<file path="config.mk">
export PLATFORM = sky130hd
export DESIGN_NAME = conv2_rm_ram_ctrl
export DESIGN_NICKNAME = d
export VERILOG_FILES = /design/src/rtl/conv_buf_pkg.sv /design/src/rtl/rm_skid_fifo.sv /design/src/rtl/conv2_rm_ram_ctrl.sv
export SDC_FILE = /design/constraint.sdc
export NUM_CORES = 1
export LEC_CHECK = 0
export CAP_MARGIN = 5
export CORE_MARGIN = 1.5
export CORE_UTILIZATION = 40
export DETAILED_ROUTE_END_ITERATION = 6
export HOLD_SLACK_MARGIN = 0.08
export PLACE_DENSITY = 0.77
export SYNTH_ARGS = -nofsm -noshare
export SYNTH_HDL_FRONTEND = slang
export SYNTH_SLANG_ARGS = --single-unit
</file>
<file path="constraint.sdc">
create_clock -name clk -period 3.67 [get_ports clk]
set_input_delay 0.5505 -clock clk [delete_from_list [all_inputs] [get_ports clk]]
set_output_delay 0.5505 -clock clk [all_outputs]
set_load 0.02 [all_outputs]
</file>
<file path="src/rtl/conv_buf_pkg.sv">
// Shared defaults for the RAM-backed conv2 stream buffer.
// Holds word/address widths, RAM read latency and skid depth.
package conv_buf_pkg;
  localparam int DATA_W_D = 128;
  localparam int ADDR_W_D = 10;
  localparam int RD_LAT_D = 2;
  localparam int SKID_D_D = 4;

  function automatic int cnt_w(input int n);
    return $clog2(n + 1);
  endfunction
endpackage

</file>
<file path="src/rtl/rm_skid_fifo.sv">
// Output skid FIFO with registered head entry (head = q[0]).
// Ports: clk, rst_n, clr, push/din, pop, head, cnt.
module rm_skid_fifo
  import conv_buf_pkg::*;
#(
  parameter int DATA_W = DATA_W_D,
  parameter int DEPTH  = SKID_D_D,
  localparam int CW    = cnt_w(DEPTH),
  localparam int PW    = $clog2(DEPTH)
) (
  input  logic              clk,
  input  logic              rst_n,
  input  logic              clr,
  input  logic              push,
  input  logic [DATA_W-1:0] din,
  input  logic              pop,
  output logic [DATA_W-1:0] head,
  output logic [CW-1:0]     cnt
);

  logic [DATA_W-1:0] q [DEPTH];
  logic [PW-1:0]     widx;

  // Entries shift toward q[0] on pop, so the write slot
  // moves down by one when push and pop coincide.
  assign widx = PW'(pop ? cnt - 1'b1 : cnt);
  assign head = q[0];

  always_ff @(posedge clk or negedge rst_n) begin
    if (!rst_n) begin
      cnt <= '0;
      for (int i = 0; i < DEPTH; i++) q[i] <= '0;
    end else if (clr) begin
      cnt <= '0;
      for (int i = 0; i < DEPTH; i++) q[i] <= '0;
    end else begin
      if (pop)
        for (int i = 0; i < DEPTH - 1; i++) q[i] <= q[i+1];
      if (push) q[widx] <= din;
      case ({push, pop})
        2'b10:   cnt <= cnt + 1'b1;
        2'b01:   cnt <= cnt - 1'b1;
        default: ;
      endcase
    end
  end

endmodule

</file>
<file path="src/rtl/conv2_rm_ram_ctrl.sv">
// In-order FIFO over an external simple dual-port RAM.
// Write port s_*, read port m_*, RAM ports ram_*, status level/empty/full.
module conv2_rm_ram_ctrl
  import conv_buf_pkg::*;
#(
  parameter int DATA_W = DATA_W_D,
  parameter int ADDR_W = ADDR_W_D,
  parameter int RD_LAT = RD_LAT_D,
  parameter int SKID_D = SKID_D_D
) (
  input  logic              clk,
  input  logic              rst_n,
  input  logic              flush,
  input  logic              s_valid,
  output logic              s_ready,
  input  logic [DATA_W-1:0] s_data,
  output logic              m_valid,
  input  logic              m_ready,
  output logic [DATA_W-1:0] m_data,
  output logic              ram_wea,
  output logic [ADDR_W-1:0] ram_addra,
  output logic [DATA_W-1:0] ram_dina,
  output logic [ADDR_W-1:0] ram_addrb,
  input  logic [DATA_W-1:0] ram_doutb,
  output logic [ADDR_W:0]   level,
  output logic              empty,
  output logic              full
);

  localparam int DEPTH = 1 << ADDR_W;
  localparam int CW    = cnt_w(SKID_D);
  localparam logic [ADDR_W:0] FULL_N = (ADDR_W+1)'(DEPTH);
  localparam logic [ADDR_W:0] SKID_N = (ADDR_W+1)'(SKID_D);

  logic [ADDR_W-1:0] wr_ptr, rd_ptr;
  logic [ADDR_W:0]   ram_cnt, inflight, busy;
  logic [RD_LAT-1:0] vld;
  logic [RD_LAT:0]   vld_nxt;
  logic [CW-1:0]     skid_cnt;
  logic              wr, rd, pop;

  assign full      = ram_cnt == FULL_N;
  assign s_ready   = !full && !flush;
  assign wr        = s_valid && s_ready;
  assign ram_wea   = wr;
  assign ram_addra = wr_ptr;
  assign ram_dina  = s_data;
  assign ram_addrb = rd_ptr;

  always_comb begin
    inflight = '0;
    for (int i = 0; i < RD_LAT; i++)
      inflight = inflight + (ADDR_W+1)'(vld[i]);
  end

  // Reads are only issued when every in-flight word is
  // guaranteed a skid slot, so the skid can never overflow.
  assign busy    = inflight + (ADDR_W+1)'(skid_cnt);
  assign rd      = (ram_cnt != '0) && (busy < SKID_N) && !flush;
  assign vld_nxt = {vld, rd};
  assign m_valid = skid_cnt != '0;
  assign pop     = m_valid && m_ready;
  assign level   = busy + ram_cnt;
  assign empty   = level == '0;

  always_ff @(posedge clk or negedge rst_n) begin
    if (!rst_n) begin
      wr_ptr  <= '0;
      rd_ptr  <= '0;
      ram_cnt <= '0;
      vld     <= '0;
    end else if (flush) begin
      wr_ptr  <= '0;
      rd_ptr  <= '0;
      ram_cnt <= '0;
      vld     <= '0;
    end else begin
      vld <= vld_nxt[RD_LAT-1:0];
      if (wr) wr_ptr <= wr_ptr + 1'b1;
      if (rd) rd_ptr <= rd_ptr + 1'b1;
      case ({wr, rd})
        2'b10:   ram_cnt <= ram_cnt + 1'b1;
        2'b01:   ram_cnt <= ram_cnt - 1'b1;
        default: ;
      endcase
    end
  end

  rm_skid_fifo #(
    .DATA_W(DATA_W),
    .DEPTH (SKID_D)
  ) u_skid (
    .clk  (clk),
    .rst_n(rst_n),
    .clr  (flush),
    .push (vld[RD_LAT-1]),
    .din  (ram_doutb),
    .pop  (pop),
    .head (m_data),
    .cnt  (skid_cnt)
  );

endmodule

</file>
==> metrics.yaml, run 1 <==
multi_input_area_mm2: 0.0113
wl_mm: 71.1
grt_pass1_vias: 22300
cp.required_ps: 3120
grt.met1_usage: 0.264
p_int_uw: 13500
dp_hpwl_mm: 43.0
cp_slowest_stage_delay_ps: 500
first_pass_iters: 7
path_class: "flop to output pin"
grt.busiest_layer: "met2"
synth_nets: 3534
synthTopCellsByArea: "dfrtp_1, nand2_1, a311oi_1"
pwr-share-clk: 0.287
final_cell_area_mm2: 0.0322
synthArstFlopShare: 1.00
cts_root_buf: "clkbuf_16"
final_max_slew_viol_count: 0
ys_warn_count: 0
area_growth_syn_to_layout_pct: 16.3
port_buffers: 296
timing.hold.ws_ps: 356
ios: 553
hold_violations: 0
seqCellArea_mm2: 0.0137
tightest_slew_ps: 1310
cp.arrival_ps: 3580
antenna_found_initial: 0
met3_usage: 0.0262
hold_class: "input pin to flop"
htreeDepth: 2
gp_congestion: 0.847
antenna_cells: 0
tns_ps: -1130
final_layout_size_suffix_gt1_frac: 0.0790
crit_path_top_delay_cell: "or4_4"
cts_sinks: 548
synth.avg_cell_area_um2: 8.52
dpl_cell_area_mm2: 0.0300
syn-instance-count: 3251
initial_utilization: 0.404
vias: 22900
synth_cell_types: 53
ir_drop_v: 0.000643
holdPathStages: 4
clockBufferDepth: 3
synth_seq_cells: 548
setup_ws_ps: -463
die_h_um: 266
finalPower_uw: 21600
synth-edff-count: 0
fillers: 6274
fin_util: 0.470
dieArea_mm2: 0.0709
min_period_ps: 4130
die_width_um: 266
swShare: 0.373
skew_ps: 34.4
power_density_mw_per_mm2: 670
nNetsFinal: 3466
max_freq_mhz: 242
drc: 0
cts_made_buffers: 60
dr.first_iter.drc_count: 2490
path_max_fanout: 3
clkTransAtPathRegs_ps: 60
violations: "setup timing"
wl_per_cell_um: 17.1
pwr-share-seq: 0.356
p_comb_frac: 0.357
drtAntennaViolNets: 0
gr-total-overflow: 0
cts_tree: "done"
r2r_cells: 18
rsz0062_at_grt: "true"
status: "finished with violations"
rows: 96
p_sw_uw: 8050
finalCritPeriodShare: 1.13
synth_flop_cell: "dfrtp_1"
use_met2: 0.325
rrSetupSlack_ps: -40
power.leakage_uw: 0.0129
grt_pass1_wl_mm: 117
yosys.area.top_type: "dfrtp_1"
gr-usage-all-layers: 0.196
end_kind: "output pin"
path_cells: "fa_2, ha_4, ha_1, a21o_1, a21oi_4, xnor2_2, or4_4, a2111oi_4, nor4b_4, buf_4"
slew_headroom: 0.125
worstSetupStartpointType: "flop"
vias_per_cell: 5.51
coreArea_mm2: 0.0686
clock_latency_ps: 630
maxCapViolations: 0
synth_top_area_share: 0.495
synthesis.area_mm2: 0.0277
setup_violations: 9
grt_max_degree: 225
ys_seq_area_frac: 0.495
-- sequential cells by signal (all words and copies together), names as in the netlist --
name / flops
ram_addrb: 10
ram_cnt: 11
u_skid.q: 384
u_skid.head: 128
u_skid.cnt: 3
vld: 2
ram_addra: 10
-- per-layer routing --
metal	part of all wire	wire, um
met1	0.44	31000
met2	0.49	35000
met3	0.046	3300
met4	0.025	1790
met5	0	0
-- synthesized netlist by cell type, types with 2 or more instances --
master / count
nor2b_1: 3
inv_1: 14
o21ai_1: 4
ha_1: 19
a21oi_1: 144
a311oi_1: 385
a211oi_2: 4
and3_1: 9
nand2b_1: 7
nor2_1: 425
buf_6: 2
or2_2: 2
nor3_1: 12
mux2i_1: 4
nand2_1: 1045
nand4_1: 5
a211oi_1: 2
o21a_1: 3
xnor2_1: 20
o21ai_0: 18
a21o_1: 2
xor2_1: 16
or3_1: 3
or4_1: 2
buf_4: 256
clkbuf_1: 232
dfrtp_1: 548
buf_1: 10
nand3_1: 8
fa_1: 3
and2_0: 2
buf_2: 21
-- layout make-up --
type / instances / share of cell area
well taps: 931 / 0.0361
flip-flops and latches: 548 / 0.425
repair buffers: 391 / 0.124
clock buffers: 83 / 0.0533
clock inverters: 25 / 0.00951
inverters: 14 / 0.00171
multi-input cells: 2168 / 0.350
-- critical path, delay by kind of cell (launching register included) --
kind	cells	cell delay [ps]
AND/OR/NAND/NOR	2	730
AO/OA/AOI/OAI	3	580
XOR/XNOR	1	90
flip-flops	1	410
adder cells (fa/ha/maj)	3	950
buffers and inverters	1	180
-- power groups by stage --
| stage | Combinational (uW) | Sequential, uW | Clock (uW) |
|---|---|---|---|
| after floorplan | 5290 | 7590 | 0 |
| after global placement | 7290 | 7720 | 0 |
| after detailed placement | 7410 | 7740 | 0 |
| after CTS | 7530 | 7660 | 6320 |
| after global routing | 8380 | 7780 | 6560 |
| final | 7710 | 7680 | 6190 |
-- worst paths after layout --
check,from,endpoint
hold reg to reg,u_skid.q[41],u_skid.q[41]
setup reg to reg,vld[1],ram_cnt[5]
setup / recovery,vld[1],empty
min in group asynchronous,rst_n,u_skid.q[299]
max in group asynchronous,rst_n,u_skid.head[107]
hold / removal,flush,vld[0]
-- cell usage in the layout, fill, tap and decap left out, types with 5 or more instances in the layout --
cell type	n
a211oi_2	5
a21oi_1	140
a311oi_1	385
and3_1	8
buf_12	25
buf_4	70
buf_6	5
bufinv_16	5
clkbuf_1	10
clkbuf_16	60
clkbuf_8	13
clkdlybuf4s50_1	284
clkinv_2	10
dfrtp_1	548
ha_1	16
inv_1	12
nand2_1	1042
nand2b_1	6
nand3_1	8
nand4_1	5
nor2_1	424
nor3_1	12
o21ai_0	10
o21ai_2	5
o21ai_4	6
xnor2_1	18
xor2_1	15
-- through the flow --
step / cells / setup slack [ps]
global route: 4160 / -582
detailed placement: 4044 / -489
floorplan: 3251 / 7.17
global placement: 4044 / -447
CTS: 4154 / -463
finish: 4160 / -463
-- cell families after synthesis --
group / synth area share
and+or+nand+nor: 0.213
buffers and inverters: 0.109
DFF: 0.495
xor gates and xnor gates: 0.0114
muxes: 0.00239
AOI/OAI and AO/OA: 0.159
adders and majority gates: 0.0107
-- repair_timing --
item	in CTS	in global routing
setup buffers	1	6
endpoints found under the hold margin	72	0
pin swaps	1	20
endpoints found under the setup margin	12	12
hold buffers	1	0
gates resized for setup	54	36
Note: power is estimated with default switching activity, not from simulation.
==> run 2, diff against run 1 <==
--- a/config.mk
+++ b/config.mk
@@ -5,6 +5,7 @@
 export SDC_FILE = /design/constraint.sdc
 export NUM_CORES = 1
 export LEC_CHECK = 0
+export ABC_AREA = 1
 export CAP_MARGIN = 5
 export CORE_MARGIN = 1.5
 export CORE_UTILIZATION = 40
==> metrics.yaml, run 2 <==
status: "finished with violations"
violations: "setup timing"
rows: 97  # +1.0%
first_pass_iters: 5  # -2
met3_usage: 0.0296  # +0.00336
nNetsFinal: 3786  # +9.2%
power.leakage_uw: 0.0156  # +21%
gr-total-overflow: 0  # unchanged
vias: 23300  # +1.4%
end_kind: "output pin"
setup_ws_ps: -224  # +240 ps
max_freq_mhz: 257  # +6.2%
cp.required_ps: 3120  # about the same
synth_seq_cells: 548  # unchanged
synth_cell_types: 40  # -25%
grt_pass1_wl_mm: 116  # -0.76%
synthTopCellsByArea: "dfrtp_1, nand2_1, buf_4"
use_met2: 0.304  # -0.0215
dp_hpwl_mm: 43.2  # +0.53%
yosys.area.top_type: "dfrtp_1"
drc: 0  # unchanged
wl_per_cell_um: 15.6  # -8.9%
slew_headroom: 0.378  # +0.254
tightest_slew_ps: 933  # -380 ps
die_width_um: 270  # +1.4%
rsz0062_at_grt: "true"
ir_drop_v: 0.000437  # -32%
cp.arrival_ps: 3340  # -240 ps
yosysMostFrequentCell: "nand2_1"
hold_class: "flop to flop"
gr-usage-all-layers: 0.188  # -0.00781
skew_ps: 14.7  # -19.6 ps
layout_commonest_cell: "nand2_1"
hold_violations: 0  # unchanged
cts_tree: "done"
dr.first_iter.drc_count: 2061  # -17%
ys_seq_area_frac: 0.481  # -0.0136
synthesis.area_mm2: 0.0285  # +2.8%
synth-edff-count: 0  # unchanged
antenna_found_initial: 1  # +1
synth_common_cells: "nand2_1, dfrtp_1, a21oi_1"
grt.met1_usage: 0.253  # -0.0108
die_h_um: 270  # +1.4%
htreeDepth: 2  # unchanged
final_max_slew_viol_count: 0  # unchanged
cts_root_buf: "clkbuf_16"
synth_top_area_share: 0.481  # -0.0136
ios: 553  # unchanged
synthArstFlopShare: 1.00  # unchanged
power_density_mw_per_mm2: 636  # -5.0%
initial_utilization: 0.405  # +0.00146
drtAntennaViolNets: 0  # unchanged
synth_flop_cell: "dfrtp_1"
coreArea_mm2: 0.0703  # +2.5%
cts_sinks: 548  # unchanged
maxCapViolations: 0  # unchanged
tns_ps: -224  # +904 ps
path_class: "flop to output pin"
timing.hold.ws_ps: 511  # +155 ps
syn-instance-count: 3569  # +9.8%
final_layout_size_suffix_gt1_frac: 0.0614  # -0.0176
gp_congestion: 0.833  # -1.6%
largest_reg_flops: 384  # unchanged
fillers: 6698  # +6.8%
port_buffers: 296  # unchanged
ys_warn_count: 0  # unchanged
min_period_ps: 3890  # -240 ps
clockBufferDepth: 3  # unchanged
area_growth_syn_to_layout_pct: 13.6
clock_latency_ps: 610  # -20 ps
cts_made_buffers: 59  # -1.7%
finalCritPeriodShare: 1.06  # -0.0653
grt.busiest_layer: "met2"
worstSetupStartpointType: "flop"
grt_pass1_vias: 22500  # +1.2%
top_register: "u_skid.q"
synth_nets: 3852  # +9.0%
path_max_fanout: 3  # unchanged
dieArea_mm2: 0.0728  # +2.8%
synth.avg_cell_area_um2: 7.98  # -6.3%
vias_per_cell: 5.18  # -6.1%
wl_mm: 70.0  # -1.6%
grt_max_degree: 194  # -14%
final_cell_mix: "nand2_1, dfrtp_1, a21oi_1"
setup_violations: 1  # -8
clkTransAtPathRegs_ps: 60  # about the same
==> run 2: what timing repair did <==
item / 4_1_cts / 5_1_grt
hold buffers: 1 / 0
pin swaps: 6 / 3
buffers inserted: 0 / 3
endpoints found under the setup margin: 10 / 8
cloned: 0 / 0
gates resized for setup: 36 / 16
hold endpoints to repair: 76 / 0
==> run 2: stage by stage <==
stage	cells	total power, uW	setup slack (ps)	utilization	cell area [um^2]
after floorplan	3569	12900	314	-	28500
after global placement	4378	14400	-85.3	0.431	30300
after detailed placement	4378	14600	-104	0.431	30300
after CTS	4487	20700	-141	0.460	32300
after global routing	4491	21900	-384	0.461	32400
final	4491	20600	-224	0.461	32400
==> run 2: logic make-up (layout without fill, tap and decap cells) <==
| group | count (synthesis) | after routing | synth area share |
|---|---|---|---|
| AO/OA/AOI/OAI | 1084 | 1084 | 0.199 |
| AND/OR/NAND/NOR | 1084 | 1084 | 0.147 |
| buffers and inverters | 817 | 798 | 0.157 |
| flip-flops | 548 | 548 | 0.481 |
| adder cells (fa/ha/maj) | 22 | 22 | 0.0105 |
| XOR/XNOR | 14 | 14 | 0.00496 |
| other | 0 | 1 | 0 |
==> run 2: worst paths after layout <==
check | depth (start not counted) | slack, ps | end | startpoint
min reg2reg | 2 | 510 | vld[1] | vld[0]
min in group asynchronous | 2 | 590 | ram_cnt[9] | rst_n
max reg2reg | 17 | 260 | ram_cnt[9] | vld[1]
max in group asynchronous | 4 | 2100 | u_skid.q[267] | rst_n
max | 13 | -220 | empty | vld[1]
min | 2 | 510 | vld[1] | vld[0]
==> run 2: layout make-up <==
cell class | instances | area (um^2) | area share
antenna | 1 | 2.50 | 0.0000773
clock buffer | 90 | 1780 | 0.0551
clock inverter | 18 | 196 | 0.00607
inverter | 318 | 1210 | 0.0373
multi-input combinational | 2204 | 10400 | 0.321
sequential | 548 | 13700 | 0.424
tap | 940 | 1180 | 0.0363
timing repair buffer | 372 | 3910 | 0.121
==> run 2: where the power goes <==
part	switching, uW	internal (uW)
combinational	4330	2550
clock	2490	3550
sequential	627	7050
==> run 2: worst max-delay path, cell delays in order, from the launching register on <==
cell	delay (ps)
dfrtp_1	400
fa_2	600
ha_4	130
inv_2	40
fa_2	340
nand3b_1	180
nand2_2	100
nand2_2	90
o21ai_0	310
nand2_1	120
nor2_1	120
nand3_1	80
nor2_1	90
buf_4	140
==> run 2: routing by layer <==
metal  wire [um]  vias up
met5          56        -
met4        2280        2
met1       30700    11200
li1            -    11200
met3        3350      166
met2       33600      649
